<file path="config.mk">
export PLATFORM = sky130hd
export DESIGN_NAME = wb_queue_flat
export DESIGN_NICKNAME = d
export VERILOG_FILES = /design/src/rtl/wb_pkg.sv /design/src/rtl/wb_queue_if.sv /design/src/rtl/wb_fifo.sv /design/src/rtl/wb_queue.sv /design/src/flat_wrapper.sv
export SDC_FILE = /design/constraint.sdc
export NUM_CORES = 1
export LEC_CHECK = 0
export ABC_AREA = 0
export CAP_MARGIN = 20
export CELL_PAD_IN_SITES_DETAIL_PLACEMENT = 0
export CELL_PAD_IN_SITES_GLOBAL_PLACEMENT = 1
export CORE_MARGIN = 1
export CORE_UTILIZATION = 45
export DETAILED_ROUTE_END_ITERATION = 7
export HOLD_SLACK_MARGIN = 0.08
export PLACE_DENSITY_LB_ADDON = 0.12
export SLEW_MARGIN = 30
export SYNTH_ARGS = -nofsm -noshare
export SYNTH_HDL_FRONTEND = slang
export SYNTH_HIERARCHICAL = 1
export SYNTH_SLANG_ARGS = --single-unit
</file>
<file path="constraint.sdc">
create_clock -name clk_i -period 3.08 [get_ports clk_i]
set_input_delay 0.616 -clock clk_i [delete_from_list [all_inputs] [get_ports clk_i]]
set_output_delay 0.616 -clock clk_i [all_outputs]
set_load 0.02 [all_outputs]
</file>
<file path="src/rtl/wb_pkg.sv">
// Shared widths and the writeback entry record used by the queue and its FIFO.
package wb_pkg;

  localparam int ADDR_W = 5;
  localparam int DATA_W = 32;
  localparam int POS_W  = 4;

  typedef struct packed {
    logic [ADDR_W-1:0] addr;
    logic [DATA_W-1:0] data;
    logic [POS_W-1:0]  pos;
  } wb_entry_t;

endpackage

</file>
<file path="src/rtl/wb_queue_if.sv">
// Bus bundle for the writeback queue: two producer handshakes, the
// register-file write port, the hazard query and the occupancy readout.
interface wb_queue_if #(
  parameter int DEPTH = 4
) ();
  import wb_pkg::*;

  localparam int CNT_W = $clog2(DEPTH + 1);

  logic              alu_valid_i;
  logic              alu_ready_o;
  logic [ADDR_W-1:0] alu_addr_i;
  logic [DATA_W-1:0] alu_data_i;
  logic [POS_W-1:0]  alu_pos_i;

  logic              ld_valid_i;
  logic              ld_ready_o;
  logic [ADDR_W-1:0] ld_addr_i;
  logic [DATA_W-1:0] ld_data_i;
  logic [POS_W-1:0]  ld_pos_i;

  logic [ADDR_W-1:0] RDaddr_o;
  logic [DATA_W-1:0] RDdata_o;
  logic [POS_W-1:0]  is_pos_o;
  logic              RegWrite_o;

  logic [ADDR_W-1:0] chk_addr_i;
  logic              chk_pend_o;
  logic [CNT_W-1:0]  count_o;

  // Queue side
  modport slave (
    input  alu_valid_i, alu_addr_i, alu_data_i, alu_pos_i,
    input  ld_valid_i, ld_addr_i, ld_data_i, ld_pos_i,
    input  chk_addr_i,
    output alu_ready_o, ld_ready_o,
    output RDaddr_o, RDdata_o, is_pos_o, RegWrite_o,
    output chk_pend_o, count_o
  );

  // Producer / register-file side
  modport master (
    output alu_valid_i, alu_addr_i, alu_data_i, alu_pos_i,
    output ld_valid_i, ld_addr_i, ld_data_i, ld_pos_i,
    output chk_addr_i,
    input  alu_ready_o, ld_ready_o,
    input  RDaddr_o, RDdata_o, is_pos_o, RegWrite_o,
    input  chk_pend_o, count_o
  );

endinterface

</file>
<file path="src/rtl/wb_fifo.sv">
// Generic synchronous FIFO of writeback entries. Exposes the raw storage and
// a per-slot occupancy mask so the owner can search pending entries.
module wb_fifo
  import wb_pkg::*;
#(
  parameter int DEPTH = 4,
  localparam int CNT_W = $clog2(DEPTH + 1),
  localparam int PTR_W = $clog2(DEPTH)
) (
  input  logic             clk_i,
  input  logic             reset,
  input  logic             push_i,
  input  wb_entry_t        wdata_i,
  input  logic             pop_i,
  output wb_entry_t        head_o,
  output logic [CNT_W-1:0] count_o,
  output wb_entry_t        mem_o [DEPTH],
  output logic [DEPTH-1:0] occ_o
);

  logic [PTR_W-1:0] head_q, head_d;
  logic [PTR_W-1:0] tail_q, tail_d;
  logic [CNT_W-1:0] count_q, count_d;
  wb_entry_t        mem_q [DEPTH];

  // Pointer and occupancy next state; power-of-two depth makes wrap free
  always_comb begin
    head_d  = head_q;
    tail_d  = tail_q;
    count_d = count_q + CNT_W'(push_i) - CNT_W'(pop_i);
    if (push_i) tail_d = tail_q + 1'b1;
    if (pop_i)  head_d = head_q + 1'b1;
  end

  // Control registers with synchronous active-low reset
  always_ff @(posedge clk_i) begin
    if (!reset) begin
      head_q  <= '0;
      tail_q  <= '0;
      count_q <= '0;
    end else begin
      head_q  <= head_d;
      tail_q  <= tail_d;
      count_q <= count_d;
    end
  end

  // Entry storage, written at the tail; contents are don't-care after reset
  always_ff @(posedge clk_i) begin
    if (push_i) mem_q[tail_q] <= wdata_i;
  end

  // A slot is live when its distance from the head is below the occupancy
  for (genvar g = 0; g < DEPTH; g++) begin : g_occ
    logic [PTR_W-1:0] off;
    assign off      = PTR_W'(g) - head_q;
    assign occ_o[g] = ({1'b0, off} < count_q);
  end

  assign head_o  = mem_q[head_q];
  assign mem_o   = mem_q;
  assign count_o = count_q;

endmodule

</file>
<file path="src/rtl/wb_queue.sv">
// Writeback queue: arbitrates load/ALU results (load wins), optionally drops
// writes to r0, buffers them in order and retires one per cycle through a
// registered register-file write port. Also answers a pending-write query.
module wb_queue
  import wb_pkg::*;
#(
  parameter int DEPTH   = 4,
  parameter bit DROP_R0 = 1'b1,
  localparam int CNT_W  = $clog2(DEPTH + 1)
) (
  input  logic       clk_i,
  input  logic       reset,
  wb_queue_if.slave  bus
);

  logic [CNT_W-1:0] count;
  logic             full;
  logic             ld_fire, alu_fire;
  logic             push, pop, drop;
  wb_entry_t        sel_entry;
  wb_entry_t        head;
  wb_entry_t        mem [DEPTH];
  logic [DEPTH-1:0] occ;
  wb_entry_t        rd_q, rd_d;
  logic             we_q, we_d;
  logic             pend;

  // Ready is derived from registered occupancy only
  assign full            = (count == CNT_W'(DEPTH));
  assign bus.ld_ready_o  = reset & ~full;
  assign bus.alu_ready_o = reset & ~full & ~bus.ld_valid_i;

  // Fixed-priority selection of the single push for this cycle
  always_comb begin
    ld_fire   = bus.ld_valid_i & bus.ld_ready_o;
    alu_fire  = bus.alu_valid_i & bus.alu_ready_o;
    sel_entry = '{addr: bus.alu_addr_i, data: bus.alu_data_i, pos: bus.alu_pos_i};
    if (ld_fire)
      sel_entry = '{addr: bus.ld_addr_i, data: bus.ld_data_i, pos: bus.ld_pos_i};
    drop = DROP_R0 && (sel_entry.addr == '0);
    push = (ld_fire | alu_fire) & ~drop;
    pop  = (count != '0);
  end

  wb_fifo #(.DEPTH(DEPTH)) u_fifo (
    .clk_i   (clk_i),
    .reset   (reset),
    .push_i  (push),
    .wdata_i (sel_entry),
    .pop_i   (pop),
    .head_o  (head),
    .count_o (count),
    .mem_o   (mem),
    .occ_o   (occ)
  );

  // Output stage next state: load the head when popping, else hold data
  always_comb begin
    rd_d = rd_q;
    we_d = 1'b0;
    if (pop) begin
      rd_d = head;
      we_d = 1'b1;
    end
  end

  // Output stage register; data is cleared on reset so the port reads 0
  always_ff @(posedge clk_i) begin
    if (!reset) begin
      rd_q <= '0;
      we_q <= 1'b0;
    end else begin
      rd_q <= rd_d;
      we_q <= we_d;
    end
  end

  // Hazard search over live FIFO slots plus the in-flight output write
  always_comb begin
    pend = we_q && (rd_q.addr == bus.chk_addr_i);
    for (int i = 0; i < DEPTH; i++) begin
      if (occ[i] && (mem[i].addr == bus.chk_addr_i)) pend = 1'b1;
    end
    if (DROP_R0 && (bus.chk_addr_i == '0)) pend = 1'b0;
  end

  assign bus.RDaddr_o   = rd_q.addr;
  assign bus.RDdata_o   = rd_q.data;
  assign bus.is_pos_o   = rd_q.pos;
  assign bus.RegWrite_o = we_q;
  assign bus.chk_pend_o = pend;
  assign bus.count_o    = count;

endmodule

</file>
<file path="src/flat_wrapper.sv">
// flat-port wrapper written by rule: the top's interface ports become plain ports
module wb_queue_flat import wb_pkg::*;
#(
  parameter int DEPTH   = 4,
  parameter bit DROP_R0 = 1'b1,
  localparam int CNT_W  = $clog2(DEPTH + 1)
)
  (clk_i, reset, bus_alu_valid_i, bus_alu_addr_i, bus_alu_data_i, bus_alu_pos_i, bus_ld_valid_i, bus_ld_addr_i, bus_ld_data_i, bus_ld_pos_i, bus_chk_addr_i, bus_alu_ready_o, bus_ld_ready_o, bus_RDaddr_o, bus_RDdata_o, bus_is_pos_o, bus_RegWrite_o, bus_chk_pend_o, bus_count_o);
  wb_queue_if #(.DEPTH(DEPTH)) bus_i ();
  input  logic clk_i;
  input  logic reset;
  input wire logic [$bits(bus_i.alu_valid_i)-1:0] bus_alu_valid_i;
  input wire logic [$bits(bus_i.alu_addr_i)-1:0] bus_alu_addr_i;
  input wire logic [$bits(bus_i.alu_data_i)-1:0] bus_alu_data_i;
  input wire logic [$bits(bus_i.alu_pos_i)-1:0] bus_alu_pos_i;
  input wire logic [$bits(bus_i.ld_valid_i)-1:0] bus_ld_valid_i;
  input wire logic [$bits(bus_i.ld_addr_i)-1:0] bus_ld_addr_i;
  input wire logic [$bits(bus_i.ld_data_i)-1:0] bus_ld_data_i;
  input wire logic [$bits(bus_i.ld_pos_i)-1:0] bus_ld_pos_i;
  input wire logic [$bits(bus_i.chk_addr_i)-1:0] bus_chk_addr_i;
  output wire logic [$bits(bus_i.alu_ready_o)-1:0] bus_alu_ready_o;
  output wire logic [$bits(bus_i.ld_ready_o)-1:0] bus_ld_ready_o;
  output wire logic [$bits(bus_i.RDaddr_o)-1:0] bus_RDaddr_o;
  output wire logic [$bits(bus_i.RDdata_o)-1:0] bus_RDdata_o;
  output wire logic [$bits(bus_i.is_pos_o)-1:0] bus_is_pos_o;
  output wire logic [$bits(bus_i.RegWrite_o)-1:0] bus_RegWrite_o;
  output wire logic [$bits(bus_i.chk_pend_o)-1:0] bus_chk_pend_o;
  output wire logic [$bits(bus_i.count_o)-1:0] bus_count_o;
  assign bus_i.alu_valid_i = bus_alu_valid_i;
  assign bus_i.alu_addr_i = bus_alu_addr_i;
  assign bus_i.alu_data_i = bus_alu_data_i;
  assign bus_i.alu_pos_i = bus_alu_pos_i;
  assign bus_i.ld_valid_i = bus_ld_valid_i;
  assign bus_i.ld_addr_i = bus_ld_addr_i;
  assign bus_i.ld_data_i = bus_ld_data_i;
  assign bus_i.ld_pos_i = bus_ld_pos_i;
  assign bus_i.chk_addr_i = bus_chk_addr_i;
  assign bus_alu_ready_o = bus_i.alu_ready_o;
  assign bus_ld_ready_o = bus_i.ld_ready_o;
  assign bus_RDaddr_o = bus_i.RDaddr_o;
  assign bus_RDdata_o = bus_i.RDdata_o;
  assign bus_is_pos_o = bus_i.is_pos_o;
  assign bus_RegWrite_o = bus_i.RegWrite_o;
  assign bus_chk_pend_o = bus_i.chk_pend_o;
  assign bus_count_o = bus_i.count_o;
  wb_queue #(.DEPTH(DEPTH), .DROP_R0(DROP_R0)) u_core (.clk_i(clk_i), .reset(reset), .bus(bus_i));
endmodule
</file>
==> results.json <==
{
  "drv_cap": 0,
  "yosysSeqAreaShare_pct": 65.9,
  "ios": 139,
  "port_buffers": 138,
  "h-tree-depth": 1,
  "path_clk_slew_ns": 0.06,
  "tns_ns": 0,
  "layout_common_cells": "edfxtp_1, clkdlybuf4s50_1, nand2_1",
  "die_h_um": 143,
  "syn-instance-count": 552,
  "synth_area_um2": 8960,
  "drc_errors": 0,
  "critical_path_required_ns": 2.46,
  "p_leak_nw": 4.02,
  "synth_nets": 654,
  "hpwl_um": 11000,
  "vdd_drop_max_mv": 0.522,
  "grt_remaining_overflow": 0,
  "setup_viol": 0,
  "status": "completed",
  "post-cts-setup-buffers": 0,
  "tritoncts": "yes",
  "clockBufferDepth": 3,
  "clockRootBuffer": "clkbuf_16",
  "cts_buffers": 23,
  "start_util_pct": 45.9,
  "fp.dieW_um": 143,
  "yosysUniqueCellTypes": 34,
  "vias_per_cell": 5.13,
  "maxSlewViolCount": 0,
  "wl_um": 18200,
  "min_path_type": "flip-flop to flip-flop",
  "worst_setup_path_end_kind": "primary output",
  "power_density_nw_per_um2": 835,
  "clock_sinks": 213,
  "grt_pass1_wl_um": 29100,
  "grt_use_total_pct": 18.9,
  "fin_skew_ns": 0.0146,
  "core_area_um2": 19500,
  "insertedDiodeCount": 0,
  "fmax_mhz": 354,
  "post-route-period-util_pct": 91.7,
  "slew_headroom_pct": 57.9,
  "wl_per_cell_um": 18.5,
  "crit_fanout": 9,
  "grt_max_degree": 50,
  "hold_viol_final": 0,
  "drive_gt1_share_pct": 18.8,
  "power_mw": 9.59,
  "hold_slack_ns": 0.458,
  "worst-setup-path-type": "flip-flop to primary output",
  "finish.net_count": 805,
  "row_count": 51,
  "ys_ff_latch": 213,
  "gp_congestion": 0.839,
  "avgSynthCellArea_um2": 16.2,
  "layout-area-overhead-vs-synth_pct": 28.1,
  "final_common_cell": "edfxtp_1",
  "rsz0062_at_grt": "false",
  "first_pass_iters": 4,
  "vias": 5049,
  "fillers": 1536,
  "arrival_ns": 2.21,
  "antenna_left": 0,
  "drtIter0Drc": 239,
  "grt_pass1_vias": 5310,
  "min_period_ns": 2.83,
  "utilization_pct": 58.8,
  "synth_warnings": 6,
  "die-area_um2": 20500,
  "start_kind": "flip-flop",
  "clkLatencyLatePin_ns": 0.50,
  "max_slew.worst_pin.slew_ns": 0.632,
  "antenna_found_initial": 0
}
-- per-layer routing --
layer | global-route usage [%] | wire, µm | vias up
li1 | - | - | 2356
met1 | 25.2 | 7820 | 2505
met2 | 32.3 | 9020 | 157
met3 | 2.92 | 1020 | 31
met4 | 4.98 | 342 | 0
met5 | 0 | 0 | -
-- cell families (layout without fill, tap and decap cells) --
kind of cell | Yosys count | after routing | synth area share, %
DFF | 213 | 213 | 65.9
and+or+nand+nor | 123 | 123 | 6.00
muxes | 83 | 83 | 16.8
AOI/OAI and AO/OA | 49 | 49 | 3.99
buffers and inverters | 42 | 209 | 2.67
xor gates and xnor gates | 31 | 31 | 3.03
adders and majority gates | 11 | 11 | 1.62
-- worst paths after layout --
check / startpoint / endpoint / slack [ns] / cells past startpoint
max: u_core/u_fifo/head_q[1] / bus_chk_pend_o / 0.25 / 9
min: u_core/bus.RDdata_o[23] / u_core/bus.RDdata_o[23] / 0.46 / 2
max reg2reg: u_core/u_fifo/count_o[0] / u_core/u_fifo/count_o[2] / 0.86 / 10
min reg2reg: u_core/bus.RDdata_o[23] / u_core/bus.RDdata_o[23] / 0.46 / 2
-- synth_stat cells (all sizes together) --
library cell    n  area share [%]
a21boi         41             3.4
mux4           41              10
dfxtp          49              11
nor4            6            0.42
buf            23             1.9
a21oi           5            0.28
or2             3            0.21
a311oi          1           0.098
nor2            3            0.13
edfxtp        164              55
xor2           22             2.1
mux2           41             6.4
nand3           6            0.33
clkbuf          8            0.33
and2           10            0.70
or4             1           0.084
o21bai          1           0.084
nand2b          1           0.070
mux2i           1            0.11
o22a            1           0.098
nand2          89             3.8
nor3            2            0.17
inv            11            0.46
ha             10             1.4
xnor2           9            0.88
nor2b           2            0.14
fa              1            0.22
-- report_power, final --
group | switching (mW) | internal, mW | leakage, nW
Clock | 1.03 | 1.56 | 0.347
Combinational | 1.64 | 1.50 | 1.77
Sequential | 0.252 | 3.60 | 1.90
-- final cells by class --
cell class / count / area (µm²) / area share, %
sequential: 213 / 5910 / 51.5
multi-input combinational: 297 / 2850 / 24.8
timing repair buffer: 157 / 1630 / 14.2
clock buffer: 37 / 668 / 5.82
tap: 265 / 332 / 2.89
clock inverter: 4 / 51.3 / 0.447
inverter: 11 / 41.3 / 0.360
-- critical path, cell delays in order, from the launching register on --
cell      delay [ns]
dfxtp_4         0.40
xnor2_4         0.18
inv_1           0.06
ha_1            0.27
a21oi_1         0.05
or2_1           0.22
nand3_1         0.07
nand3_1         0.09
o22a_1          0.22
clkbuf_2        0.15
-- state kept, by name, summed over array words and instances (netlist names) --
signal / count
u_core/u_fifo/mem_o: 164
u_core/u_fifo/tail_q: 2
u_core/bus.RDaddr_o: 5
u_core/bus.RegWrite_o: 1
u_core/bus.RDdata_o: 32
u_core/u_fifo/head_q: 2
u_core/u_fifo/count_o: 3
u_core/bus.is_pos_o: 4
-- per-stage QoR --
step	instances	setup slack, ns	area (µm²)
6_report	984	0.255	11500
5_1_grt	984	0.126	11500
4_1_cts	984	0.0445	11500
3_5_place_dp	943	-0.226	10700
3_3_place_gp	943	-0.149	10700
2_1_floorplan	552	0.229	8960
-- timing repair --
item,in CTS,in global routing
gates resized for setup,5,4
endpoints found under the setup margin,1,1
hold endpoints to repair,0,0
cloned,0,0
hold buffers,0,0
No activity file was read; power rests on OpenSTA's default activity.
